==> config.mk <==
export PLATFORM = sky130hd
export DESIGN_NAME = seg_scan_display
export DESIGN_NICKNAME = d
export VERILOG_FILES = /design/src/rtl/seg_scan_display.sv
export SDC_FILE = /design/constraint.sdc
export NUM_CORES = 1
export LEC_CHECK = 0
export ABC_AREA = 1
export CAP_MARGIN = 5
export CELL_PAD_IN_SITES_DETAIL_PLACEMENT = 1
export CELL_PAD_IN_SITES_GLOBAL_PLACEMENT = 2
export CORE_MARGIN = 2
export CORE_UTILIZATION = 29
export CTS_CLUSTER_SIZE = 24
export DETAILED_ROUTE_END_ITERATION = 10
export GPL_ROUTABILITY_DRIVEN = 0
export PLACE_DENSITY_LB_ADDON = 0.08
export REMOVE_ABC_BUFFERS = 1
export SYNTH_ARGS = -nofsm -noshare
export SYNTH_HDL_FRONTEND = slang
export SYNTH_SLANG_ARGS = --single-unit
==> constraint.sdc <==
create_clock -name sys_clk50m -period 2.1 [get_ports sys_clk50m]
set_input_delay 0.315 -clock sys_clk50m [delete_from_list [all_inputs] [get_ports sys_clk50m]]
set_output_delay 0.315 -clock sys_clk50m [all_outputs]
set_load 0.005 [all_outputs]
==> src/rtl/seg_scan_display.sv <==
// seg_scan_display: 4-digit multiplexed 7-segment driver for the packed-BCD
// distance word. It scans one digit per slot and leaves a dead time at the
// start of each slot. Leading zeros can be blanked and a decimal point can be
// lit on a chosen digit. The data word is captured once per frame, so a
// digit can never change halfway through a frame.
module seg_scan_display #(
    parameter int SCAN_DIV       = 50_000,
    parameter int DEAD_CYCLES    = 500,
    parameter bit SEG_ACTIVE_LOW = 1'b1,
    parameter bit SEL_ACTIVE_LOW = 1'b1
) (
    input  logic        sys_clk50m,
    input  logic        sys_rst,
    input  logic [15:0] data,
    input  logic        blank_lz,
    input  logic        dp_en,
    input  logic [1:0]  dp_sel,
    output logic [3:0]  seg_sel,
    output logic [7:0]  seg_led,
    output logic        frame_start
);

    localparam int            CW       = (SCAN_DIV > 1) ? $clog2(SCAN_DIV) : 1;
    localparam logic [CW-1:0] CNT_LAST = CW'(SCAN_DIV - 1);
    localparam logic [CW-1:0] DEAD_CNT = CW'(DEAD_CYCLES);
    localparam logic [3:0]    SEL_OFF  = SEL_ACTIVE_LOW ? 4'hF : 4'h0;
    localparam logic [7:0]    SEG_OFF  = SEG_ACTIVE_LOW ? 8'hFF : 8'h00;

    logic [CW-1:0] cnt_q, cnt_d;
    logic [1:0]    idx_q, idx_d;
    logic [15:0]   snap_q, snap_d;
    logic          frame_start_q, frame_start_d;
    logic [3:0]    seg_sel_q, seg_sel_d;
    logic [7:0]    seg_led_q, seg_led_d;

    logic          frameLoad;
    logic [3:0]    digitVal;
    logic          upperZero;
    logic          blankDigit;
    logic          dpOn;
    logic          inDead;
    logic [6:0]    segRaw;
    logic [3:0]    selActive;
    logic [7:0]    ledActive;

    // Slot timing, frame snapshot, and the display value for the current (cnt, idx).
    // In the snapshot cycle, the decode path sees the value being loaded.
    // With zero dead time, slot 0 therefore still shows the new frame's data.
    always_comb begin
        cnt_d         = (cnt_q == CNT_LAST) ? '0 : cnt_q + CW'(1);
        idx_d         = (cnt_q == CNT_LAST) ? idx_q + 2'd1 : idx_q;
        frameLoad     = (cnt_q == '0) && (idx_q == 2'd0);
        snap_d        = frameLoad ? data : snap_q;
        frame_start_d = frameLoad;

        digitVal = 4'h0;
        case (idx_q)
            2'd0: digitVal = snap_d[3:0];
            2'd1: digitVal = snap_d[7:4];
            2'd2: digitVal = snap_d[11:8];
            2'd3: digitVal = snap_d[15:12];
            default: digitVal = 4'h0;
        endcase

        upperZero = 1'b0;
        case (idx_q)
            2'd0: upperZero = 1'b0;
            2'd1: upperZero = (snap_d[15:4] == 12'h000);
            2'd2: upperZero = (snap_d[15:8] == 8'h00);
            2'd3: upperZero = (snap_d[15:12] == 4'h0);
            default: upperZero = 1'b0;
        endcase

        segRaw = 7'h40;
        case (digitVal)
            4'd0: segRaw = 7'h3F;
            4'd1: segRaw = 7'h06;
            4'd2: segRaw = 7'h5B;
            4'd3: segRaw = 7'h4F;
            4'd4: segRaw = 7'h66;
            4'd5: segRaw = 7'h6D;
            4'd6: segRaw = 7'h7D;
            4'd7: segRaw = 7'h07;
            4'd8: segRaw = 7'h7F;
            4'd9: segRaw = 7'h6F;
            default: segRaw = 7'h40;
        endcase

        blankDigit = blank_lz && (idx_q != 2'd0) && upperZero
                     && !(dp_en && (idx_q <= dp_sel));
        dpOn       = dp_en && (idx_q == dp_sel) && !blankDigit;
        inDead     = (cnt_q < DEAD_CNT);

        selActive = inDead ? 4'h0 : (4'b0001 << idx_q);
        ledActive = (inDead || blankDigit) ? 8'h00 : {dpOn, segRaw};

        seg_sel_d = SEL_ACTIVE_LOW ? ~selActive : selActive;
        seg_led_d = SEG_ACTIVE_LOW ? ~ledActive : ledActive;
    end

    // State and output registers. Reset forces the outputs inactive at once.
    always_ff @(posedge sys_clk50m or negedge sys_rst) begin
        if (!sys_rst) begin
            cnt_q         <= '0;
            idx_q         <= 2'd0;
            snap_q        <= 16'h0000;
            frame_start_q <= 1'b0;
            seg_sel_q     <= SEL_OFF;
            seg_led_q     <= SEG_OFF;
        end else begin
            cnt_q         <= cnt_d;
            idx_q         <= idx_d;
            snap_q        <= snap_d;
            frame_start_q <= frame_start_d;
            seg_sel_q     <= seg_sel_d;
            seg_led_q     <= seg_led_d;
        end
    end

    assign seg_sel     = seg_sel_q;
    assign seg_led     = seg_led_q;
    assign frame_start = frame_start_q;

endmodule

## Word level (Yosys, flattened, before mapping)

Memories as Yosys holds them, arrays and structs flattened.
Cells that the tools add are included.

| word-level totals | value |
|---|---|
| register bits after elaboration | 47 |
| memory bits (read-only) | 112 |
| input bits | 22 |
| output and inout bits | 13 |
| logic and storage cells | 41 |
| memories | 1 |

| operators by class | value |
|---|---|
| $add $sub $neg | 2 |
| magnitude comparators | 2 |
| equal/unequal tests | 5 |
| shifts and indexed selects | 1 |
| multiplexer cells | 6 |
| bitwise gates (word level) | 2 |
| reductions and logical operators | 16 |

Memory list:

| memory | words | width | read ports | clocked after Yosys merged registers in | wr ports | line | text |
|---|---|---|---|---|---|---|---|
| (name not given) | 16 | 7 | 1 | 0 | 0 | 75 | `case (digitVal)` |

Operators by type and width:

| cell | count |
|---|---|
| $mux 16 | 2 |
| $add 16x1->16 const B | 1 |
| $eq 16x16->1 const B | 1 |
| $logic_not 16->1 | 1 |
| $lt 16x9->1 const B | 1 |
| $pmux 4 s4 | 1 |
| $logic_not 12->1 | 1 |
| $logic_not 8->1 | 1 |
| $mux 8 | 1 |
| $not 8->8 | 1 |
| $logic_and 1x1->1 | 7 |
| $eq 2x2->1 const B | 2 |
| $logic_not 4->1 | 1 |
| $mux 4 | 1 |
| $not 4->4 | 1 |
| $pmux 1 s4 | 1 |
| $shl 1x2->4 const A | 1 |
| $add 2x1->2 const B | 1 |
| $eq 2x1->1 const B | 1 |
| $eq 2x2->1 | 1 |
| $le 2x2->1 | 1 |
| $logic_not 1->1 | 2 |
| $logic_not 2->1 | 1 |
| $reduce_bool 2->1 | 1 |
| $logic_or 1x1->1 | 1 |

## Logic depth before layout (Yosys ltp)

| logic depth | value |
|---|---|
| depth in word-level cells | 11 |
| depth in mapped cells | 22 |
| depth with buffers taken out | 21 |

## Worst setup path after synthesis

Ideal clock, no wire load.

| path | value |
|---|---|
| kind | reg-to-reg |
| from | reg idx_q[0] |
| to | reg seg_led_q[3], in the netlist seg_led[3] |
| library setup time | 0.082 ns |
| arrival time | 2.282 ns |
| data required time | 2.018 ns |
| slack | -0.264 ns |
| cell stages (with the launch flop) | 20 |
| buffers on the path | 1 |
| period minus slack after synthesis | 2.364 ns |
| cell sequence | dfrtp_1 > inv_1 > ha_1 > nand2_1 > inv_1 > nand2_1 > nor2_1 > nand2_2 > buf_2 > nand2_1 > o21ai_1 > o2111ai_1 > o21a_1 > inv_1 > ha_1 > nand3_1 > nand3_1 > nand2_1 > inv_1 > nand2_1 |

| between the ends | value |
|---|---|
| word-level cells in the longest chain between the ends | 10 |
| elaborated cells on any way between the ends | 22 |
| classes of those cells | 1 x order compare; 3 x eq/ne; 4 x mux; 1 x bitwise; 12 x reduce/logical; 1 x memory |

Ends and longest elaborated chain:

| what | line | text |
|---|---|---|
| start: declaration | 30 | `logic [1:0] idx_q, idx_d;` |
| start signal: assignment | 112 | `idx_q <= idx_d;` |
| parallel branches: the longest is 8 deep, another holds $mem_v2 16x7 | -- |  |
| $mux 8 (*) | 95 | `ledActive = (inDead \|\| blankDigit) ? 8'h00 : {dpOn, segRaw};` |
| $not 8->8 (*) | 98 | `seg_led_d = SEG_ACTIVE_LOW ? ~ledActive : ledActive;` |
| named net seg_led_d[3] | 34 | `logic [7:0] seg_led_q, seg_led_d;` |
| end signal: assignment | 116 | `seg_led_q <= seg_led_d;` |
| end: declaration | 34 |  |

Mark *: on every way through the listed nets, which the timed path passes.
A chain may end at the register's enable or synchronous reset.

## Worst setup path after layout

| path | value |
|---|---|
| from | reg idx_q[1] |
| to | reg seg_led_q[3], in the netlist seg_led[3] |

| between the ends | value |
|---|---|
| word-level cells in the longest chain between the ends | 10 |
| elaborated cells on any way between the ends | 22 |
| classes of those cells | 1 x order compare; 3 x eq/ne; 4 x mux; 1 x bitwise; 12 x reduce/logical; 1 x memory |

Ends and longest elaborated chain:

| what | line | text |
|---|---|---|
| $logic_not 2->1 (*) | 52 | `frameLoad = (cnt_q == '0) && (idx_q == 2'd0);` |
| $logic_and 1x1->1 (*) | 52 |  |
| $mux 16 (*) | 53 | `snap_d = frameLoad ? data : snap_q;` |
| named net snap_d[12] | 31 | `logic [15:0] snap_q, snap_d;` |
| parallel branches: the longest is 5 deep, another holds $mem_v2 16x7 | -- |  |
| $mux 8 (*) | 95 |  |
| $not 8->8 (*) | 98 |  |
| named net seg_led_d[3] | 34 |  |

Marked as above.

==> results.md <==
- Avg Cell Area, Syn: 7.74 µm²
- Post-detail-place hpwl: 6.29 mm
- Hold slack: 0.501 ns
- Ports: 35
- Worst Path Buf+Inv: 5
- Worst-Skew Late Latency: 0.30 ns
- Inst Count DP: 548
- RSZ-0062 raised after global routing: yes
- Largest net degree at the start of global routing: 48
- CP dominant cell by count: nand2_2
- Req. time, crit path: 2.33 ns
- Peak supply drop: 238 µV
- Crit path max-delay family: simple AND/OR/NAND/NOR gates
- Slew @ Worst Pin: 0.440 ns
- WL per Instance: 14.7 µm
- Area of the multi-input gates: 1500 µm²
- Hold Startpoint: snap_q[3]$_DFF_PN0_
- Hold Path Depth: 2
- Worst setup startpoint: idx_q[1]$_DFFE_PN0N_
- First-pass GRT wire length: 14.1 mm
- Arr. time, crit path: 2.62 ns
- R2R cell count: 20
- Crit-path max FO: 5
- DRC viols: 0
- WS Path Type: flip-flop to flip-flop
- Max-slew violation count: 0
- Status: complete, but fails checks
- Vias: 2,644
- Part of the cycle the worst path needs: 1.14
- Top_reg_cell synth: dfrtp_1
- Global route overflow: 0
- CTS sink cnt: 47
- Final setup fails: 8
- Max-slew headroom: 0.704
- Sequential share of the synthesized area: 0.440
- Clock-pin slew on the worst setup and hold paths: 0.09 ns
- Crit path launch type: flip-flop
- CP cell instances: inv_2 -> ha_4 -> nand2_2 -> inv_2 -> nand2_2 -> nor2_4 -> nand2_4 -> nand2_4 -> nand2_2 -> nand2_2 -> o2111ai_2 -> o21a_1 -> buf_4 -> ha_1 -> inv_1 -> nand3_2 -> nand3_2 -> nand2_1 -> inv_1 -> nand2_1
- Core area: 9150 µm²
- Global-route usage over all layers: 0.177
- Die Footprint: 10,100 µm²
- #FFs+latches synth: 47
- ANT nets after route: 0
- Layout cells sized above 1: 0.361
- Starting DRT DRC Count: 79
- Crit path time final: 2.39 ns
- Die Y: 101 µm
- PD cells: 412 nW/µm²
- Failing checks: negative setup slack
- Cells after synthesis: 350
- Crit. End Element: flip-flop
- Cts bufs inserted: 5
- Non-filler cells, final: 573
- Post-Place Setup Slack: -0.535 ns
- Final Skew: 0.00893 ns
- Nets: 497
- Area grow syn2layout: 51.7%
- Critical Path Max Stage Delay: 0.40 ns
- Number of global-route vias before repair: 2,967
- Levels on crit path: 20
- Post-Syn Area: 2710 µm²
- Final Hold Viols: 0
- Root buf cell: clkbuf_8
- Row Count: 35
- Post-synth ARST share: 1.00
- Htree depth: 2
- Reg-to-reg startpoint: idx_q[1]$_DFFE_PN0N_
- Register area: 1190 µm²
- Die Width: 101 µm
- I/O Buffers: 34
- Fillers: 1,114
- Synth cell types: 35
- CTS tree: done
- Max Cap Violations: 0
- Fin worst setup slack: -0.293 ns
- Final core occ: 0.449
- P_leak: 2.04 nW
- Initial Util: 0.296
- DRT Pass-1 Iters: 4
- EDFF count, synth: 0
- Initial antenna violation count: 0
- Slowest cell on crit path: dfrtp_1
- N_diodes: 0
- Max Clk Rate: 418 MHz
- DR vias/cell: 4.61
- Ys Warns: 0
- Hold/Removal Path Class: flip-flop to flip-flop
- Post-Route WL: 8.40 mm
- CTS Buffer Depth: 2
-- cells in the final DEF (no fill, tap or decap), drive strengths merged --
cell type      instances
nand2                100
buf                   73
inv                   68
dfrtp                 35
nand3                 34
clkdlybuf4s50         33
nor2                  33
ha                    14
dfstp                 12
o21ai                 11
nor3                  10
clkbuf                 7
nor4                   6
nand3b                 5
xor2                   4
nand4                  3
a31oi                  2
a21oi                  2
and2                   1
o2111ai                1
o21a                   1
or4                    1
xnor2                  1
nor4b                  1
a221oi                 1
nor3b                  1
clkinv                 1
dlygate4sd3            1
-- routing by layer --
layer / part of all wire / vias to the layer above / GRT usage
li1: - / 1316 / -
met1: 0.45 / 1286 / 0.218
met2: 0.50 / 36 / 0.329
met3: 0.030 / 6 / 0.0270
met4: 0.014 / 0 / 0.0316
met5: 0 / - / 0
-- final cells by class --
| class | instances | share of cell area |
|---|---|---|
| tap | 111 | 0.0338 |
| sequential | 47 | 0.290 |
| clock buffer | 7 | 0.0186 |
| clock inverter | 1 | 0.00122 |
| inverter | 68 | 0.0621 |
| timing repair buffer | 107 | 0.228 |
| multi-input combinational | 232 | 0.366 |
-- metrics by stage --
| stage | TNS (ns) | cell area, µm² | power (mW) |
|---|---|---|---|
| floorplan | -4.60 | 2680 | 1.01 |
| global placement | -3.25 | 3590 | 1.11 |
| detailed placement | -3.68 | 3590 | 1.11 |
| CTS | -1.82 | 3910 | 1.70 |
| global route | -3.09 | 4110 | 1.78 |
| finish | -1.84 | 4110 | 1.69 |
-- Yosys cell counts (5+ instances only) --
master,count,area (µm²)
nand2_1,93,349
inv_1,66,248
dfrtp_1,35,876
nand3_1,34,170
nor2_1,31,116
ha_1,14,175
dfstp_2,12,315
nor3_1,9,45.0
nand2_2,6,37.5
nor4_1,6,37.5
nand3b_1,5,37.5
o21ai_2,5,43.8
-- worst paths after layout --
path	to	slack [ns]
min in group asynchronous	snap_q[11]$_DFF_PN0_	0.53
worst max register to register	seg_led[3]$_DFF_PN1_	-0.29
worst min-delay path	snap_q[3]$_DFF_PN0_	0.50
worst max-delay path	seg_led[3]$_DFF_PN1_	-0.29
worst min register to register	snap_q[3]$_DFF_PN0_	0.50
max in group asynchronous	seg_led[2]$_DFF_PN1_	1.28
-- cells by family after synthesis --
family                     Yosys count  synth area share
xor gates and xnor gates             5            0.0162
AOI/OAI and AO/OA                   18            0.0531
DFF                                 47             0.440
and+or+nand+nor                    194             0.321
adders and majority gates           14            0.0647
buffers and inverters               72             0.105
-- flip-flops by register name, summed over array words and instances (netlist names) --
register / flops
cnt_q: 16
snap_q: 16
seg_led: 8
seg_sel: 4
idx_q: 2
frame_start: 1
-- power by group --
group          total [mW]  internal [mW]  switching [mW]  leakage (nW)
registers           0.927          0.921         0.00585         0.564
clock network       0.560          0.235           0.325        0.0422
logic               0.207          0.103           0.104          1.43
-- worst register-to-register path, cell delays in order (launching register included) --
cell and delay [ns]:
dfrtp_1 0.40, inv_2 0.08, ha_4 0.14, nand2_2 0.05
inv_2 0.05, nand2_2 0.05, nor2_4 0.20, nand2_4 0.14
nand2_4 0.10, nand2_2 0.07, nand2_2 0.06, o2111ai_2 0.11
o21a_1 0.16, buf_4 0.16, ha_1 0.17, inv_1 0.06
nand3_2 0.11, nand3_2 0.09, nand2_1 0.04, inv_1 0.05
nand2_1 0.04
-- timing repair --
item / 4_1_cts / 5_1_grt
gates resized for setup: 42 / 34
buffers inserted: 8 / 7
setup endpoints to repair: 8 / 9
gates cloned: 1 / 0
endpoints found under the hold margin: 3 / 0
hold buffers: 1 / 0
pin swaps: 18 / 16
Power figures use the tool's default switching activity.
